**config.mk**
```make
export PLATFORM = sky130hd
export DESIGN_NAME = chip8_timers
export DESIGN_NICKNAME = d
export VERILOG_FILES = /design/src/rtl/chip8_pkg.sv /design/src/rtl/chip8_timers_tick_gen.sv /design/src/rtl/chip8_timers.sv
export SDC_FILE = /design/constraint.sdc
export NUM_CORES = 1
export LEC_CHECK = 0
export ABC_AREA = 1
export BUFFER_PORTS_ARGS = -buffer_cell sky130_fd_sc_hd__buf_2
export CORE_ASPECT_RATIO = 0.6
export CORE_MARGIN = 2
export CORE_UTILIZATION = 56
export DETAILED_ROUTE_END_ITERATION = 12
export PLACE_DENSITY = 0.9
export SLEW_MARGIN = 20
export SYNTH_ARGS = -nofsm -noshare
export SYNTH_HDL_FRONTEND = slang
export SYNTH_SLANG_ARGS = --single-unit
```
**constraint.sdc**
```tcl
create_clock -name clk -period 2.25 [get_ports clk]
set_input_delay 0.45 -clock clk [delete_from_list [all_inputs] [get_ports clk]]
set_output_delay 0.45 -clock clk [all_outputs]
set_load 0.01 [all_outputs]
```
**src/rtl/chip8_pkg.sv**
```systemverilog
// ============================================================================
// Module   : chip8_pkg
// Brief    : Shared widths, default tone period and tone state encoding for
//            the CHIP-8 delay/sound timer block.
// Revision : 1.0 - initial release
// ============================================================================
`default_nettype none

package chip8_pkg;

    localparam int TIMER_W           = 8;
    localparam int TONE_CNT_W        = 16;
    localparam int DEFAULT_TONE_HALF = 5519;

    typedef enum logic [0:0] {
        IDLE = 1'b0,
        TONE = 1'b1
    } tone_state_t;

    // A half-period shorter than 2 cycles would leave no room to count.
    function automatic int clamp_tone_half(input int half);
        return (half < 2) ? 2 : half;
    endfunction

endpackage

`default_nettype wire

```
**src/rtl/chip8_timers_tick_gen.sv**
```systemverilog
// ============================================================================
// Module   : tick_gen
// Brief    : Rising-edge detector on vsync; produces the 60 Hz timer tick.
// Revision : 1.0 - initial release
// ============================================================================
`default_nettype none

module tick_gen (
    input  logic clk,
    input  logic reset,
    input  logic vsync,
    output logic tick
);

    logic vsync_q;

    // History of vsync; held high in reset so a high vsync at release is not an edge.
    always_ff @(posedge clk or negedge reset) begin
        if (!reset) begin
            vsync_q <= 1'b1;
        end else begin
            vsync_q <= vsync;
        end
    end

    assign tick = vsync & ~vsync_q;

endmodule

`default_nettype wire

```
**src/rtl/chip8_timers.sv**
```systemverilog
// ============================================================================
// Module   : chip8_timers
// Brief    : CHIP-8 delay and sound timers, decremented on vsync rising edges,
//            with beep flag and speaker drive.
//            Build option CHIP8_TIMERS_TONE_EN: when defined, spkr is a square
//            wave of TONE_HALF cycles per half-period while beeping; when not
//            defined, spkr simply follows beep.
// Revision : 1.0 - initial release
// ============================================================================
`default_nettype none

module chip8_timers
    import chip8_pkg::*;
#(
    parameter int TONE_HALF = DEFAULT_TONE_HALF
) (
    input  logic               clk,
    input  logic               reset,
    input  logic               vsync,
    input  logic               dt_we,
    input  logic               st_we,
    input  logic [TIMER_W-1:0] wdata,
    output logic [TIMER_W-1:0] dt_value,
    output logic [TIMER_W-1:0] st_value,
    output logic               beep,
    output logic               spkr
);

    logic               tick;
    logic [TIMER_W-1:0] dt;
    logic [TIMER_W-1:0] st;

    tick_gen u_tick_gen (
        .clk   (clk),
        .reset (reset),
        .vsync (vsync),
        .tick  (tick)
    );

    // Delay timer: a cpu write wins over a same-cycle decrement; stops at zero.
    always_ff @(posedge clk or negedge reset) begin
        if (!reset) begin
            dt <= '0;
        end else if (dt_we) begin
            dt <= wdata;
        end else if (tick && (dt != '0)) begin
            dt <= dt - 1'b1;
        end
    end

    // Sound timer: same rules as the delay timer, fully independent of it.
    always_ff @(posedge clk or negedge reset) begin
        if (!reset) begin
            st <= '0;
        end else if (st_we) begin
            st <= wdata;
        end else if (tick && (st != '0)) begin
            st <= st - 1'b1;
        end
    end

    assign dt_value = dt;
    assign st_value = st;
    assign beep     = (st != '0);

`ifdef CHIP8_TIMERS_TONE_EN

    localparam int                    TONE_HALF_EFF = clamp_tone_half(TONE_HALF);
    localparam logic [TONE_CNT_W-1:0] TONE_LAST     = TONE_CNT_W'(TONE_HALF_EFF - 1);

    tone_state_t           state;
    tone_state_t           state_next;
    logic [TONE_CNT_W-1:0] tone_cnt;
    logic [TONE_CNT_W-1:0] tone_cnt_next;
    logic                  spkr_q;
    logic                  spkr_next;

    // State register together with the tone counter and speaker flop.
    always_ff @(posedge clk or negedge reset) begin
        if (!reset) begin
            state    <= IDLE;
            tone_cnt <= '0;
            spkr_q   <= 1'b0;
        end else begin
            state    <= state_next;
            tone_cnt <= tone_cnt_next;
            spkr_q   <= spkr_next;
        end
    end

    // Next state: tone runs exactly while the sound timer is nonzero.
    always_comb begin
        state_next = state;
        case (state)
            IDLE:    if (beep)  state_next = TONE;
            TONE:    if (!beep) state_next = IDLE;
            default: state_next = IDLE;
        endcase
    end

    // Counter/speaker update; leaving TONE (or never entering) clears both,
    // so every new tone starts from phase 0 with the speaker low.
    always_comb begin
        tone_cnt_next = '0;
        spkr_next     = 1'b0;
        if ((state == TONE) && beep) begin
            if (tone_cnt == TONE_LAST) begin
                spkr_next = ~spkr_q;
            end else begin
                tone_cnt_next = tone_cnt + 1'b1;
                spkr_next     = spkr_q;
            end
        end
    end

    assign spkr = spkr_q;

`else

    // Without the tone generator the period parameter has no effect; keep
    // it referenced so a build without the option elaborates cleanly.
    if (TONE_HALF < 2) begin : g_tone_half_unused
    end

    assign spkr = beep;

`endif

endmodule

`default_nettype wire

```
==> impl_metrics.yaml <==
run_status:
  status: "completed"
drt:
  drc_errors: 0
  via_per_inst: 5.498
  vias: 1292
  antenna_left: 0
  firstDrtPassIters: 4
  route.met2.wl_um: 1432
  maxUsedRoutingLayer: "met4"
  met3WireLength_um: 308
  drt-initial-drc-count: 98
  avgRoutedWirePerCell_um: 13.39
  m1WireLength_um: 1378
  drt-total-wl_um: 3146
cts:
  clk_path_buf_depth: 2
  cts.clk_slew.worst_paths_ps: 70
  cts_setup_buffers: 0
  cts_tree: "built"
  numCtsBuffers: 3
  clock-root-buffer: "clkbuf_8"
  post_cts_resized: 0
  cts.sinks: 17
  htreeDepth: 1
  cts_hold_buffers: 0
  clk_latency_ps: 250
global_route:
  grt_pass1_wl_um: 4968
  grt-ovfl-total: 0
  grt_pass1_vias: 1080
  grt_max_degree: 18
  antenna_found_initial: 0
  track_usage_pct: 26.39
setup_path:
  crit_path_start_kind: "flop"
  critPathLaunch: "st_value[0]"
  path_buf_inv: 3
  cp.depth: 6
  timing.rr.start: "st_value[0]"
  cp_slowest_cell: "dfrtp_1"
  cp-end-kind: "primary output"
  crit_path_cell_trace: "inv_1 > ha_1 > nand2_2 > nor2_1 > inv_1 > buf_2"
  crit_end: "spkr"
  setup.worst_path.class: "reg2out"
  required_ps: 1800
  cp_max_fo: 6
  reg2regPathDepth: 7
  cp.arrival_ps: 1630
  reg2reg_slack_ps: 620
  r2r_end: "st_value[1]"
  cpMostUsedCell: "inv_1"
  cp_slowest_stage_delay_ps: 390
  critical_path.top_delay_family: "flip-flops"
logic_synthesis:
  ys_warn_count: 0
  ys_seq_elements: 17
  synthAdderAreaFrac_pct: 3.000
  netlist_area_um2: 1251
  synth_nets: 190
  synth_compound_gate_area_share_pct: 10.60
  ys_seq_area_share_pct: 34.10
  synth-simple-area-share_pct: 43.60
  ys_types: 22
  syn_area_per_cell_um2: 7.191
  synth_xor_area_share_pct: 2.100
  synth_top_family_by_area: "simple AND/OR/NAND/NOR gates"
  syn_inst: 174
  synth_mux_area_share_pct: 0
cells_and_area:
  fin_util_pct: 68.41
  seq_area_um2: 426.7
  multi_input_area_um2: 742.0
  finalNetCount: 222
  area_delta_synth_final_pct: 17.40
  diodes: 0
  finalNonFillerCells: 235
  drive_gt1_share_pct: 26.34
  fillCellCount: 185
sta:
  finalHoldViolations: 0
  setup_viol: 0
  fin_crit_ps: 2080
  skew_ps: 2.213
  tns_ps: 0
  worst_pin_slew_ps: 402.4
  slew_viol_final: 0
  relSlewSlack_pct: 73.17
  rsz0062_at_grt: "no"
  fmax_mhz: 480.7
  whs_ps: 111.8
  post-route-period-util_pct: 92.46
floorplan:
  std_cell_rows: 13
  die_x_um: 65.03
  fp.dieH_um: 40.62
  start_util_pct: 58.28
  ios: 31
  core_um2: 2147
  design.die.area_um2: 2641
placement:
  post-dp-hpwl_um: 2391
  gp_congestion: 0.8900
  placed_cells: 231
  port_buffers: 30
job:
  drv_cap: 0
power:
  powerDensity_nw_per_um2: 717.0
  total_power_w: 0.001053
  power_leakage_nw: 0.7681
  max-vdd-ir-drop_mv: 0.3664
worst_hold_path:
  hold_class: "in2async"
worst min path at each step:
| stage | startpoint | to | slack (ps) | cells after the start |
|---|---|---|---|---|
| 4_1_cts | reset | dt_value[5] | 130 | 1 |
| 2_1_floorplan | reset | dt_value[0] | 150 | 0 |
| 6_report | reset | dt_value[1] | 110 | 1 |
| 3_5_place_dp | reset | dt_value[1] | 400 | 1 |
| 3_3_place_gp | reset | dt_value[1] | 400 | 1 |
| 5_1_grt | reset | st_value[2] | 130 | 1 |
flip-flops by register name, indices dropped and copies added, names as in the netlist:
signal	count
dt_value	8
u_tick_gen.vsync_q	1
st_value	8
power breakdown:
group          switching [W]  leakage, nW  internal [W]  total [W]
Combinational       0.000246        0.539      0.000147   0.000393
Sequential         0.0000695        0.207      0.000351   0.000420
Clock               0.000114       0.0228      0.000126   0.000240
Total               0.000430        0.768      0.000624    0.00105
Yosys cell counts:
library cell | number | area, um2
buf_4 | 1 | 7.510
clkbuf_1 | 2 | 7.510
clkinv_1 | 1 | 3.750
dfrtp_1 | 16 | 400.4
dfstp_2 | 1 | 26.28
ha_1 | 3 | 37.54
inv_1 | 17 | 63.81
nand2_1 | 58 | 217.7
nand2_2 | 1 | 6.260
nand2_4 | 3 | 33.78
nand3_1 | 28 | 140.1
nand4_1 | 4 | 25.02
nor2_1 | 14 | 52.55
nor2_2 | 1 | 6.260
nor2_4 | 3 | 33.78
nor2_8 | 1 | 20.02
nor3_2 | 1 | 10.01
o21ai_0 | 6 | 30.03
o21ai_2 | 8 | 70.07
o21ai_4 | 2 | 32.53
xnor2_1 | 1 | 8.760
xor2_1 | 2 | 17.52
cell families after synthesis:
kind of cell / after synthesis
flip-flops: 17
adder cells (fa/ha/maj): 3
XOR/XNOR: 3
AND/OR/NAND/NOR: 114
AO/OA/AOI/OAI: 16
buffers and inverters: 21
worst register-to-register path: stages, from the launching register on:
cell     delay (ps)
dfrtp_1         390
inv_1           170
ha_1            300
nand2_2         130
o21ai_4         250
nand2_4         130
nand2_1         110
o21ai_2          60
routing by layer:
layer | GRT usage, % | vias up
li1 | - | 626
met1 | 33.50 | 588
met2 | 45.36 | 74
met3 | 8.242 | 4
met4 | 7.292 | 0
met5 | 0 | -
final cells by class:
cell class                      instances  area share (%)
Timing Repair Buffer                   30           10.22
Inverter                               18           4.600
Clock buffer                            4           3.066
Tap cell                               30           2.555
Multi-Input combinational cell        136           50.51
Sequential cell                        17           29.05
cells in the final DEF, fill, tap and decap left out, types with 4 or more instances in the layout:
cell,n
buf_2,30
nand3_1,28
dfrtp_1,16
inv_1,17
nor2_1,14
o21ai_2,8
o21ai_0,6
nand4_1,4
nand2_1,58
per-stage QoR:
step           setup WS (ps)  area [um2]
4_1_cts                180.0        1469
6_report               169.7        1469
3_5_place_dp           456.5        1424
2_1_floorplan          470.8        1251
5_1_grt                42.58        1469
3_3_place_gp           507.0        1424
Note: power is estimated with default switching activity, not from simulation.
